### config.mk
export PLATFORM = sky130hd
export DESIGN_NAME = stage_2_id
export DESIGN_NICKNAME = d
export VERILOG_FILES = /design/src/rtl/stage_2_id_pkg.sv /design/src/rtl/stage_2_id_regfile.sv /design/src/rtl/stage_2_id.sv
export SDC_FILE = /design/constraint.sdc
export NUM_CORES = 2
export LEC_CHECK = 0
export CORE_MARGIN = 2
export CORE_UTILIZATION = 42
export DETAILED_ROUTE_END_ITERATION = 16
export GPL_TIMING_DRIVEN = 0
export PLACE_DENSITY_LB_ADDON = 0.1
export REMOVE_ABC_BUFFERS = 1
export SETUP_SLACK_MARGIN = 0.15
export SLEW_MARGIN = 20
export SYNTH_ARGS = -nofsm -noshare
export SYNTH_HDL_FRONTEND = slang
export SYNTH_SLANG_ARGS = --single-unit
### constraint.sdc
create_clock -name clk -period 16.5 [get_ports clk]
set_input_delay 3.3 -clock clk [delete_from_list [all_inputs] [get_ports clk]]
set_output_delay 3.3 -clock clk [all_outputs]
set_load 0.02 [all_outputs]
### src/rtl/stage_2_id_pkg.sv
// Shared definitions for the decode stage: bus widths, opcodes, ALU op indices,
// immediate selectors and the decode-to-execute bundle layout.
package stage_2_id_pkg;

   localparam int unsigned BUS_1_2  = 64;
   localparam int unsigned BUS_2_3  = 150;
   localparam int unsigned ALU_OP_W = 12;

   // One-hot ALU operation bit positions
   localparam int unsigned AluAdd  = 0;
   localparam int unsigned AluSub  = 1;
   localparam int unsigned AluSlt  = 2;
   localparam int unsigned AluSltu = 3;
   localparam int unsigned AluAnd  = 4;
   localparam int unsigned AluNor  = 5;
   localparam int unsigned AluOr   = 6;
   localparam int unsigned AluXor  = 7;
   localparam int unsigned AluSll  = 8;
   localparam int unsigned AluSrl  = 9;
   localparam int unsigned AluSra  = 10;
   localparam int unsigned AluLui  = 11;

   // inst[31:15] opcodes (3R and shift-immediate)
   localparam logic [16:0] Op17AddW  = 17'h00020;
   localparam logic [16:0] Op17SubW  = 17'h00022;
   localparam logic [16:0] Op17Slt   = 17'h00024;
   localparam logic [16:0] Op17Sltu  = 17'h00025;
   localparam logic [16:0] Op17Nor   = 17'h00028;
   localparam logic [16:0] Op17And   = 17'h00029;
   localparam logic [16:0] Op17Or    = 17'h0002a;
   localparam logic [16:0] Op17Xor   = 17'h0002b;
   localparam logic [16:0] Op17SlliW = 17'h00081;
   localparam logic [16:0] Op17SrliW = 17'h00089;
   localparam logic [16:0] Op17SraiW = 17'h00091;

   // inst[31:22] opcodes (2RI12)
   localparam logic [9:0] Op10AddiW = 10'h00a;
   localparam logic [9:0] Op10LdW   = 10'h0a2;
   localparam logic [9:0] Op10StW   = 10'h0a6;

   // inst[31:25] opcode (1RI20)
   localparam logic [6:0] Op7Lu12iW = 7'h0a;

   // inst[31:26] opcodes (branches)
   localparam logic [5:0] Op6Jirl = 6'h13;
   localparam logic [5:0] Op6B    = 6'h14;
   localparam logic [5:0] Op6Bl   = 6'h15;
   localparam logic [5:0] Op6Beq  = 6'h16;
   localparam logic [5:0] Op6Bne  = 6'h17;

   typedef enum logic [2:0] {
      ImmNone,
      ImmSi12,
      ImmUi5,
      ImmSi20,
      ImmOffs16,
      ImmOffs26
   } imm_sel_e;

   typedef struct packed {
      logic [ALU_OP_W-1:0] alu_op;
      logic [31:0]         src1;
      logic [31:0]         src2;
      logic [31:0]         rkd_value;
      logic [4:0]          dest;
      logic                gr_we;
      logic                mem_we;
      logic                res_from_mem;
      logic [31:0]         pc;
      logic [1:0]          pad;
   } id_bundle_t;

   // Build the 32-bit immediate for the given format from the raw instruction
   function automatic logic [31:0] expand_imm(input imm_sel_e sel, input logic [31:0] inst);
      logic [31:0] imm;
      logic [25:0] offs26;
      offs26 = {inst[9:0], inst[25:10]};
      unique case (sel)
         ImmSi12:   imm = {{20{inst[21]}}, inst[21:10]};
         ImmUi5:    imm = {27'd0, inst[14:10]};
         ImmSi20:   imm = {inst[24:5], 12'd0};
         ImmOffs16: imm = {{14{inst[25]}}, inst[25:10], 2'b00};
         ImmOffs26: imm = {{4{offs26[25]}}, offs26, 2'b00};
         default:   imm = 32'd0;
      endcase
      return imm;
   endfunction

endpackage

### src/rtl/stage_2_id_regfile.sv
// 32x32 general register file: two combinational read ports, one write port.
// r0 is hardwired to zero; a same-cycle read of the written address sees the old value.
module stage_2_id_regfile (
   input  logic        clk_i,
   input  logic [4:0]  raddr1_i,
   output logic [31:0] rdata1_o,
   input  logic [4:0]  raddr2_i,
   output logic [31:0] rdata2_o,
   input  logic        we_i,
   input  logic [4:0]  waddr_i,
   input  logic [31:0] wdata_i
);

   logic [31:0] rf_q [32];
   logic [31:0] rf_d [32];

   // Next-state of the array: single write, r0 never written
   always_comb begin
      rf_d = rf_q;
      if (we_i && (waddr_i != 5'd0)) begin
         rf_d[waddr_i] = wdata_i;
      end
   end

   // Storage update
   always_ff @(posedge clk_i) begin
      rf_q <= rf_d;
   end

   assign rdata1_o = (raddr1_i == 5'd0) ? 32'd0 : rf_q[raddr1_i];
   assign rdata2_o = (raddr2_i == 5'd0) ? 32'd0 : rf_q[raddr2_i];

endmodule

### src/rtl/stage_2_id.sv
// Decode stage of the five-stage LA32 pipeline. Latches {inst,pc} from fetch,
// decodes the supported subset, reads the register file, stalls on RAW hazards
// (no forwarding), resolves branches back to fetch and hands a bundle to execute.
module stage_2_id
   import stage_2_id_pkg::*;
#(
   parameter logic [31:0] RESET_PC = 32'h1bff_fffc
) (
   input  logic               clk,
   input  logic               resetn,
   input  logic               valid_1,
   output logic               allow_2,
   input  logic [BUS_1_2-1:0] stage_1_to_2,
   output logic               br_taken,
   output logic [31:0]        br_target,
   output logic               valid_2,
   input  logic               allow_3,
   output logic [BUS_2_3-1:0] stage_2_to_3,
   input  logic               exe_we,
   input  logic [4:0]         exe_dest,
   input  logic               mem_we,
   input  logic [4:0]         mem_dest,
   input  logic               wb_hz_we,
   input  logic [4:0]         wb_hz_dest,
   input  logic               rf_we,
   input  logic [4:0]         rf_waddr,
   input  logic [31:0]        rf_wdata
);

   logic        valid_q, valid_d;
   logic [31:0] inst_q, inst_d;
   logic [31:0] pc_q, pc_d;

   // Instruction fields
   logic [4:0] rd, rj, rk;
   assign rd = inst_q[4:0];
   assign rj = inst_q[9:5];
   assign rk = inst_q[14:10];

   // Opcode matches
   logic inst_add_w, inst_sub_w, inst_slt, inst_sltu, inst_nor, inst_and, inst_or, inst_xor;
   logic inst_slli_w, inst_srli_w, inst_srai_w, inst_addi_w, inst_ld_w, inst_st_w;
   logic inst_jirl, inst_b, inst_bl, inst_beq, inst_bne, inst_lu12i_w;
   logic inst_3r, inst_shift_i, inst_known, inst_link;

   assign inst_add_w   = inst_q[31:15] == Op17AddW;
   assign inst_sub_w   = inst_q[31:15] == Op17SubW;
   assign inst_slt     = inst_q[31:15] == Op17Slt;
   assign inst_sltu    = inst_q[31:15] == Op17Sltu;
   assign inst_nor     = inst_q[31:15] == Op17Nor;
   assign inst_and     = inst_q[31:15] == Op17And;
   assign inst_or      = inst_q[31:15] == Op17Or;
   assign inst_xor     = inst_q[31:15] == Op17Xor;
   assign inst_slli_w  = inst_q[31:15] == Op17SlliW;
   assign inst_srli_w  = inst_q[31:15] == Op17SrliW;
   assign inst_srai_w  = inst_q[31:15] == Op17SraiW;
   assign inst_addi_w  = inst_q[31:22] == Op10AddiW;
   assign inst_ld_w    = inst_q[31:22] == Op10LdW;
   assign inst_st_w    = inst_q[31:22] == Op10StW;
   assign inst_lu12i_w = inst_q[31:25] == Op7Lu12iW;
   assign inst_jirl    = inst_q[31:26] == Op6Jirl;
   assign inst_b       = inst_q[31:26] == Op6B;
   assign inst_bl      = inst_q[31:26] == Op6Bl;
   assign inst_beq     = inst_q[31:26] == Op6Beq;
   assign inst_bne     = inst_q[31:26] == Op6Bne;

   assign inst_3r      = inst_add_w | inst_sub_w | inst_slt | inst_sltu |
                         inst_nor | inst_and | inst_or | inst_xor;
   assign inst_shift_i = inst_slli_w | inst_srli_w | inst_srai_w;
   assign inst_link    = inst_jirl | inst_bl;
   assign inst_known   = inst_3r | inst_shift_i | inst_addi_w | inst_ld_w | inst_st_w |
                         inst_lu12i_w | inst_jirl | inst_b | inst_bl | inst_beq | inst_bne;

   // ALU operation (one-hot); address and link computations use add
   logic [ALU_OP_W-1:0] alu_op;
   assign alu_op[AluAdd]  = inst_add_w | inst_addi_w | inst_ld_w | inst_st_w | inst_link;
   assign alu_op[AluSub]  = inst_sub_w;
   assign alu_op[AluSlt]  = inst_slt;
   assign alu_op[AluSltu] = inst_sltu;
   assign alu_op[AluAnd]  = inst_and;
   assign alu_op[AluNor]  = inst_nor;
   assign alu_op[AluOr]   = inst_or;
   assign alu_op[AluXor]  = inst_xor;
   assign alu_op[AluSll]  = inst_slli_w;
   assign alu_op[AluSrl]  = inst_srli_w;
   assign alu_op[AluSra]  = inst_srai_w;
   assign alu_op[AluLui]  = inst_lu12i_w;

   // Immediate format selection
   imm_sel_e    imm_sel;
   logic [31:0] imm;
   always_comb begin
      imm_sel = ImmNone;
      if (inst_addi_w || inst_ld_w || inst_st_w) begin
         imm_sel = ImmSi12;
      end else if (inst_shift_i) begin
         imm_sel = ImmUi5;
      end else if (inst_lu12i_w) begin
         imm_sel = ImmSi20;
      end else if (inst_jirl || inst_beq || inst_bne) begin
         imm_sel = ImmOffs16;
      end else if (inst_b || inst_bl) begin
         imm_sel = ImmOffs26;
      end
   end
   assign imm = expand_imm(imm_sel, inst_q);

   // Register reads: second port takes rd for compare-branches and stores
   logic        src_is_rd;
   logic [4:0]  raddr2;
   logic [31:0] rj_value, rkd_value;
   logic        reads_rj, reads_r2;

   assign src_is_rd = inst_beq | inst_bne | inst_st_w;
   assign raddr2    = src_is_rd ? rd : rk;
   assign reads_rj  = inst_known & ~(inst_b | inst_bl | inst_lu12i_w);
   assign reads_r2  = inst_3r | src_is_rd;

   stage_2_id_regfile u_regfile (
      .clk_i    (clk),
      .raddr1_i (rj),
      .rdata1_o (rj_value),
      .raddr2_i (raddr2),
      .rdata2_o (rkd_value),
      .we_i     (rf_we),
      .waddr_i  (rf_waddr),
      .wdata_i  (rf_wdata)
   );

   // RAW hazard detection against every in-flight writer; r0 never hazards
   logic hit_rj, hit_r2, stall, ready_go;
   assign hit_rj = (exe_we && (exe_dest == rj)) || (mem_we && (mem_dest == rj)) ||
                   (wb_hz_we && (wb_hz_dest == rj));
   assign hit_r2 = (exe_we && (exe_dest == raddr2)) || (mem_we && (mem_dest == raddr2)) ||
                   (wb_hz_we && (wb_hz_dest == raddr2));
   assign stall  = valid_q & ((reads_rj & (rj != 5'd0) & hit_rj) |
                              (reads_r2 & (raddr2 != 5'd0) & hit_r2));
   assign ready_go = ~stall;

   // Branch resolution; stalled branches are suppressed through ready_go
   logic taken;
   assign taken = (inst_beq & (rj_value == rkd_value)) | (inst_bne & (rj_value != rkd_value)) |
                  inst_jirl | inst_b | inst_bl;
   assign br_taken  = valid_q & ready_go & taken;
   assign br_target = inst_jirl ? (rj_value + imm) : (pc_q + imm);

   // Handshake
   assign allow_2 = ~valid_q | (ready_go & allow_3);
   assign valid_2 = valid_q & ready_go;

   // Decoded bundle to execute; link instructions compute pc+4 in the ALU
   id_bundle_t bundle;
   always_comb begin
      bundle              = '0;
      bundle.alu_op       = alu_op;
      bundle.src1         = inst_link ? pc_q : rj_value;
      bundle.src2         = inst_3r ? rkd_value : (inst_link ? 32'd4 : imm);
      bundle.rkd_value    = rkd_value;
      bundle.dest         = inst_bl ? 5'd1 : rd;
      bundle.gr_we        = inst_known & ~(inst_st_w | inst_beq | inst_bne | inst_b);
      bundle.mem_we       = inst_st_w;
      bundle.res_from_mem = inst_ld_w;
      bundle.pc           = pc_q;
      bundle.pad          = 2'b00;
   end
   assign stage_2_to_3 = bundle;

   // Holding register next-state; a taken branch drops the fall-through fetch
   always_comb begin
      valid_d = valid_q;
      inst_d  = inst_q;
      pc_d    = pc_q;
      if (allow_2) begin
         valid_d = valid_1 & ~br_taken;
         inst_d  = stage_1_to_2[63:32];
         pc_d    = stage_1_to_2[31:0];
      end
   end

   // Holding registers
   always_ff @(posedge clk or negedge resetn) begin
      if (!resetn) begin
         valid_q <= 1'b0;
         inst_q  <= 32'd0;
         pc_q    <= RESET_PC;
      end else begin
         valid_q <= valid_d;
         inst_q  <= inst_d;
         pc_q    <= pc_d;
      end
   end

endmodule

=== Word-level counts from Yosys, hierarchy flattened ===
Cells that the tools add are included.

* Flip-flop bits (word level): 1,089
* Input port bits: 124

* Equal/unequal tests: 33
* Reduce and logical (&&, ||, !) cells: 22
* $lt $le $gt $ge: 4
* Add/subtract/negate cells: 2
* Bitwise gates (word level): 59
* Mux-type cells: 23

{| class="wikitable"
|+ Operators with widths
! operator !! count
|-
| $bwmux 1024 || 1
|-
| $mux 32 || 11
|-
| $bmux 32 s5 || 2
|-
| $demux 32 s5 || 1
|-
| $pmux 32 s5 || 1
|-
| $eq 17x6->1 const B || 8
|-
| $add 32x32->32 || 2
|-
| $eq 17x8->1 const B || 3
|-
| $or 1x1->1 || 38
|-
| $eq 32x32->1 || 1
|-
| $ne 32x32->1 || 1
|-
| $eq 5x5->1 || 6
|-
| $eq 6x5->1 const B || 5
|-
| $eq 10x8->1 const B || 2
|-
| $ge 6x6->1 const B || 3
|-
| $not 5->6 || 3
|-
| $mux 3 || 5
|-
| $reduce_bool 5->1 || 3
|-
| $and 1x1->1 || 13
|-
| $eq 10x4->1 const B || 1
|-
| $logic_not 5->1 || 2
|-
| $mux 5 || 2
|-
| $logic_or 1x1->1 || 9
|-
| $logic_and 1x1->1 || 8
|-
| other kinds (6) || 12
|}

=== Logic depth before layout (Yosys ltp) ===
* Depth after elaboration: 28
* Gate-level depth with buffers: 25

=== Modules after synthesis ===
Synthesis repeated with hierarchy kept, for this count alone.

* Cells, all modules: 3,229
* Area, all modules: 54,394.7 um^2

{| class="wikitable"
|+ Modules (own cells, without submodules)
! module !! cells an instance !! sequential area each (um^2) !! area each (um^2) !! times used
|-
| stage_2_id_regfile || 2,436 || 30,749.5 || 47,382.9 || 1
|-
| stage_2_id || 793 || 1,659.1 || 7,011.7 || 1
|}

=== Worst setup path after synthesis ===
No wires, ideal clock.

* Path type: register -> output
* Start point: register inst_q[5]
* End point: output port br_target[30]
* Cell stages (with the launch flop): 26
* Data arrival time: 6.268 ns
* Path buffers: 4
* Required time: 13.200 ns
* Setup slack: 6.932 ns
* Cells stage by stage: dfrtp_1 clkbuf_1 buf_2 buf_1 buf_1 mux4_2 a22oi_1 nand2_1 a22o_1 mux2_2 ha_1 fa_1 a21oi_1 nor2_1 nor2_1 o21bai_1 a21oi_1 o21bai_1 a221oi_1 a31oi_1 a41o_1 o211ai_1 a31oi_1 a21o_1 a21oi_1 xnor2_1

* Cells in the longest elaborated chain, start to end: 7
* Elaborated cells between the ends (all ways): 10

{| class="wikitable"
|+ Ends and longest elaborated chain
! item !! line !! RTL
|-
| start, declared || stage_2_id.sv:31 || <nowiki>logic [31:0] inst_q, inst_d;</nowiki>
|-
| start signal, assigned || stage_2_id.sv:188 || <nowiki>inst_q <= inst_d;</nowiki>
|-
| $not 5->6 (not written as such) || stage_2_id_regfile.sv:30 || <nowiki>assign rdata1_o = (raddr1_i == 5'd0) ? 32'd0 : rf_q[raddr1_i];</nowiki>
|-
| $bmux 32 s5 || stage_2_id_regfile.sv:30 ||
|-
| $mux 32 (not written as such) (2 in a row) || stage_2_id_regfile.sv:30 ||
|-
| $mux 32 || stage_2_id_regfile.sv:30 ||
|-
| $add 32x32->32 || stage_2_id.sv:145 || <nowiki>assign br_target = inst_jirl ? (rj_value + imm) : (pc_q + imm);</nowiki>
|-
| $mux 32 (*) || stage_2_id.sv:145 ||
|-
| end, declared || stage_2_id.sv:15 || <nowiki>output logic [31:0] br_target,</nowiki>
|}

Mark *: on every way between the ends. The rest lies on a longest branch, timed or not. The select of a mux whose other input is x is not followed.

=== Final worst setup path ===
* Start point: register inst_q[30]
* End point: output port br_taken

* Cells in the longest elaborated chain, start to end: 26
* Elaborated cells between the ends (all ways): 79

{| class="wikitable"
|+ Ends and longest elaborated chain
! item !! line !! RTL
|-
| $eq 17x6->1, on equally long branches || stage_2_id.sv:46, stage_2_id.sv:47 ||
|-
| $or 1x1->1 (4 in a row) || stage_2_id.sv:67 || <nowiki>assign inst_3r = inst_add_w | inst_sub_w | inst_slt | inst_sltu |</nowiki>
|-
| $or 1x1->1 (3 in a row) || stage_2_id.sv:68 || <nowiki>inst_nor | inst_and | inst_or | inst_xor;</nowiki>
|-
| $or 1x1->1 (5 in a row) || stage_2_id.sv:71 || <nowiki>assign inst_known = inst_3r | inst_shift_i | inst_addi_w | inst_ld_w | inst_st_w |</nowiki>
|-
| $or 1x1->1 (5 in a row) || stage_2_id.sv:72 || <nowiki>inst_lu12i_w | inst_jirl | inst_b | inst_bl | inst_beq | inst_bne;</nowiki>
|-
| $and 1x1->1 || stage_2_id.sv:116 || <nowiki>assign reads_rj = inst_known & ~(inst_b | inst_bl | inst_lu12i_w);</nowiki>
|-
| $and 1x1->1 (2 in a row) || stage_2_id.sv:136 || <nowiki>assign stall = valid_q & ((reads_rj & (rj != 5'd0) & hit_rj) |</nowiki>
|-
| $or 1x1->1 || stage_2_id.sv:136 ||
|-
| $and 1x1->1 || stage_2_id.sv:136 ||
|-
| $not 1->1 || stage_2_id.sv:138 || <nowiki>assign ready_go = ~stall;</nowiki>
|-
| $and 1x1->1 || stage_2_id.sv:144 || <nowiki>assign br_taken = valid_q & ready_go & taken;</nowiki>
|-
| $and 1x1->1 (*) || stage_2_id.sv:144 ||
|-
| end, declared || stage_2_id.sv:14 || <nowiki>output logic br_taken,</nowiki>
|}

Marks and branches as above.

==> impl_metrics.json <==
{
  "outcome": "completed",
  "setup_viol": 0,
  "drc": 0,
  "initial_core_util": 0.423,
  "antenna_found_initial": 15,
  "drive_above_1_share": 0.208,
  "synthXorXnorAreaFrac": 0.0104,
  "p_per_area_nw_per_um2": 118,
  "start_kind": "flip-flop",
  "period_share": 0.808,
  "p_seq_frac": 0.386,
  "drv_slew": 0,
  "dpl_cell_area_um2": 65500,
  "synth_compound_area_frac": 0.0891,
  "end_kind": "primary output",
  "post_cts_resize_count": 0,
  "clockPowerShare": 0.336,
  "port_buffers": 306,
  "path_max_fanout": 41,
  "crit_type": "reg2out",
  "tightest_slew_ns": 1.30,
  "die_x_um": 370,
  "fin_tns_setup_ns": 0,
  "cts_tree": "done",
  "wl_per_cell_um": 36.2,
  "cts_buffer_depth": 3,
  "hold_path.class": "reg2reg",
  "layout_min_cycle_time_ns": 13.34,
  "layout_common_cells": "edfxtp_1 (1024), nand2_1 (665), mux2i_1 (308)",
  "numClockSinks": 1089,
  "switchingPower_uw": 2650,
  "grt_use_total": 0.338,
  "vias": 42700,
  "internal_power_uw": 5540,
  "layout_commonest_cell": "edfxtp_1",
  "switching_share": 0.324,
  "hold_viol": 0,
  "cp.arrival_ns": 10.04,
  "grt_pass1_vias": 40800,
  "post_cts_buffers": 0,
  "netlist_area_um2": 56300,
  "rsz0062_at_grt": "no",
  "async_flop_share": 0.0597,
  "routabilityCongestion": 0.917,
  "dp_hpwl_mm": 170,
  "die-height_um": 370,
  "fp.coreArea_um2": 133000,
  "synthMuxAreaShare": 0.190,
  "gr-total-overflow": 0,
  "cts_buffers": 121,
  "holdBufCountCts": 0,
  "dp_worst_setup_slack_ns": 4.33,
  "synth_fa_ha_area_frac": 0.00724,
  "cts_root_buf": "clkbuf_16",
  "required_ns": 13.20,
  "avgSynthCellArea_um2": 13.4,
  "grt_max_degree": 53,
  "synth_ff_type": "edfxtp_1",
  "ys_ff_latch": 1089,
  "yosysWarnings": 0,
  "syn2layout_area_growth_pct": 23.3,
  "max_slew_margin": 0.129,
  "design.final.nets": 4761,
  "drt-total-wl_mm": 235,
  "fmax_mhz": 75.0,
  "leakage_uw": 0.0243,
  "dp.cells": 6250,
  "vdd_ir_drop_max_mv": 0.0926,
  "drtIter0Drc": 6509,
  "synth_top_family_by_area": "multiplexers",
  "clk_latency_ns": 0.76,
  "first_pass_iters": 6,
  "synth.distinct_cells": 86,
  "grt_pass1_wl_mm": 322,
  "combPwrFrac": 0.279,
  "synth-simple-area-share": 0.0980,
  "dieArea_um2": 137000,
  "clk_pin_slew_ns": 0.06,
  "rows": 134,
  "ant_nets": 0,
  "via_per_inst": 6.58,
  "syn_inst": 4204,
  "max_cap_viol_count": 0,
  "finalWorstSetupSlack_ns": 3.16,
  "design_area_um2": 69500,
  "ioPinCount": 309,
  "final_cell_count_no_fill": 6487,
  "synth_edf_count": 1024,
  "seq_area_frac_synth": 0.575,
  "htree_num_levels": 3,
  "clock-skew-final_ns": 0.0280
}
critical path, stage by stage (launching register included):
cell and delay (ns):
dfrtp_1 0.51, or4b_1 0.75, or4_4 0.93, o211ai_1 0.49
buf_6 0.23, buf_6 0.15, buf_4 0.18, buf_4 0.20
buf_4 0.21, buf_4 0.20, nor2_1 0.26, a21oi_2 0.72
nand3_1 0.18, and4_1 0.22, a21oi_1 0.65, xor2_1 0.29
nor4_1 1.11, nand4_1 0.21, nor4_2 0.68, mux2i_1 0.23
a21oi_1 0.21, clkdlybuf4s50_1 0.64
Yosys cell counts (all sizes together), types with 27 or more instances:
| cell | n | area share |
|---|---|---|
| a22oi | 72 | 0.0096 |
| o21ai | 102 | 0.0091 |
| nor4 | 27 | 0.0034 |
| a22o | 36 | 0.0056 |
| mux2 | 114 | 0.023 |
| nand3 | 203 | 0.018 |
| and3 | 46 | 0.0051 |
| inv | 52 | 0.0035 |
| ha | 31 | 0.0069 |
| dfrtp | 39 | 0.017 |
| mux4 | 280 | 0.11 |
| a31oi | 30 | 0.0033 |
| a211oi | 28 | 0.0037 |
| o2111ai | 54 | 0.0084 |
| edfxtp | 1024 | 0.55 |
| mux2i | 309 | 0.055 |
| clkbuf | 158 | 0.011 |
| o211ai | 29 | 0.0039 |
| buf | 178 | 0.016 |
| nor2 | 172 | 0.012 |
| a21oi | 90 | 0.0080 |
| xnor2 | 44 | 0.0068 |
| nand2 | 668 | 0.044 |
power groups by stage:
stage | clock (uW) | combinational [uW] | sequential (uW)
2_1_floorplan | 0 | 1320 | 3250
3_5_place_dp | 0 | 2220 | 3210
3_3_place_gp | 0 | 2470 | 3320
4_1_cts | 2770 | 2230 | 3150
6_report | 2750 | 2280 | 3160
5_1_grt | 2870 | 2350 | 3160
per-stage QoR:
step / power [uW] / hold slack (ns) / util
after floorplan: 4570 / 0.532 / -
after global placement: 5790 / 0.558 / 0.452
after detailed placement: 5430 / 0.553 / 0.491
after CTS: 8150 / 0.573 / 0.521
after global routing: 8380 / 0.595 / 0.521
final: 8180 / 0.578 / 0.521
area by class of cell:
| class | instances | area (um2) |
|---|---|---|
| fill | 11100 | 63800 |
| antenna | 10 | 25.0 |
| sequential | 1089 | 32400 |
| timing repair buffer | 581 | 7770 |
| clock buffer | 146 | 3210 |
| tap | 1768 | 2210 |
| inverter | 52 | 195 |
| clock inverter | 81 | 787 |
| multi-input combinational | 2760 | 22800 |
state kept, by name, indices dropped and copies added, names as in the netlist:
signal / cells
pc_q: 32
valid_q: 1
inst_q: 32
u_regfile.rf_q: 1024
layer usage:
| layer | part of all wire | global-route usage | vias up | wire length [um] |
|---|---|---|---|---|
| met2 | 0.44 | 0.507 | 2964 | 103000 |
| met5 | 0.00046 | 0 | - | 107 |
| met1 | 0.39 | 0.452 | 21800 | 91200 |
| met3 | 0.13 | 0.108 | 531 | 29900 |
| met4 | 0.045 | 0.138 | 16 | 10600 |
| li1 | - | - | 17300 | - |
kinds of logic after synthesis:
| group | Yosys count |
|---|---|
| xor gates and xnor gates | 67 |
| DFF | 1089 |
| and+or+nand+nor | 1249 |
| muxes | 703 |
| adders and majority gates | 32 |
| buffers and inverters | 388 |
| other | 1 |
| AOI/OAI and AO/OA | 675 |
worst paths after layout:
| path | startpoint | to | slack, ns | cells after the start |
|---|---|---|---|---|
| worst min register to register | pc_q[0]$_DFFE_PN0P_ | pc_q[0]$_DFFE_PN0P_ | 0.58 | 1 |
| worst min-delay path | pc_q[0]$_DFFE_PN0P_ | pc_q[0]$_DFFE_PN0P_ | 0.58 | 1 |
| max in group asynchronous | resetn | pc_q[16]$_DFFE_PN1P_ | 13.43 | 2 |
| worst max register to register | inst_q[30]$_DFFE_PN0P_ | valid_q$_DFFE_PN0P_ | 7.69 | 20 |
| worst max-delay path | inst_q[30]$_DFFE_PN0P_ | br_taken | 3.16 | 21 |
| min in group asynchronous | resetn | valid_q$_DFFE_PN0P_ | 2.40 | 1 |
No activity file was read; power rests on OpenSTA's default activity.
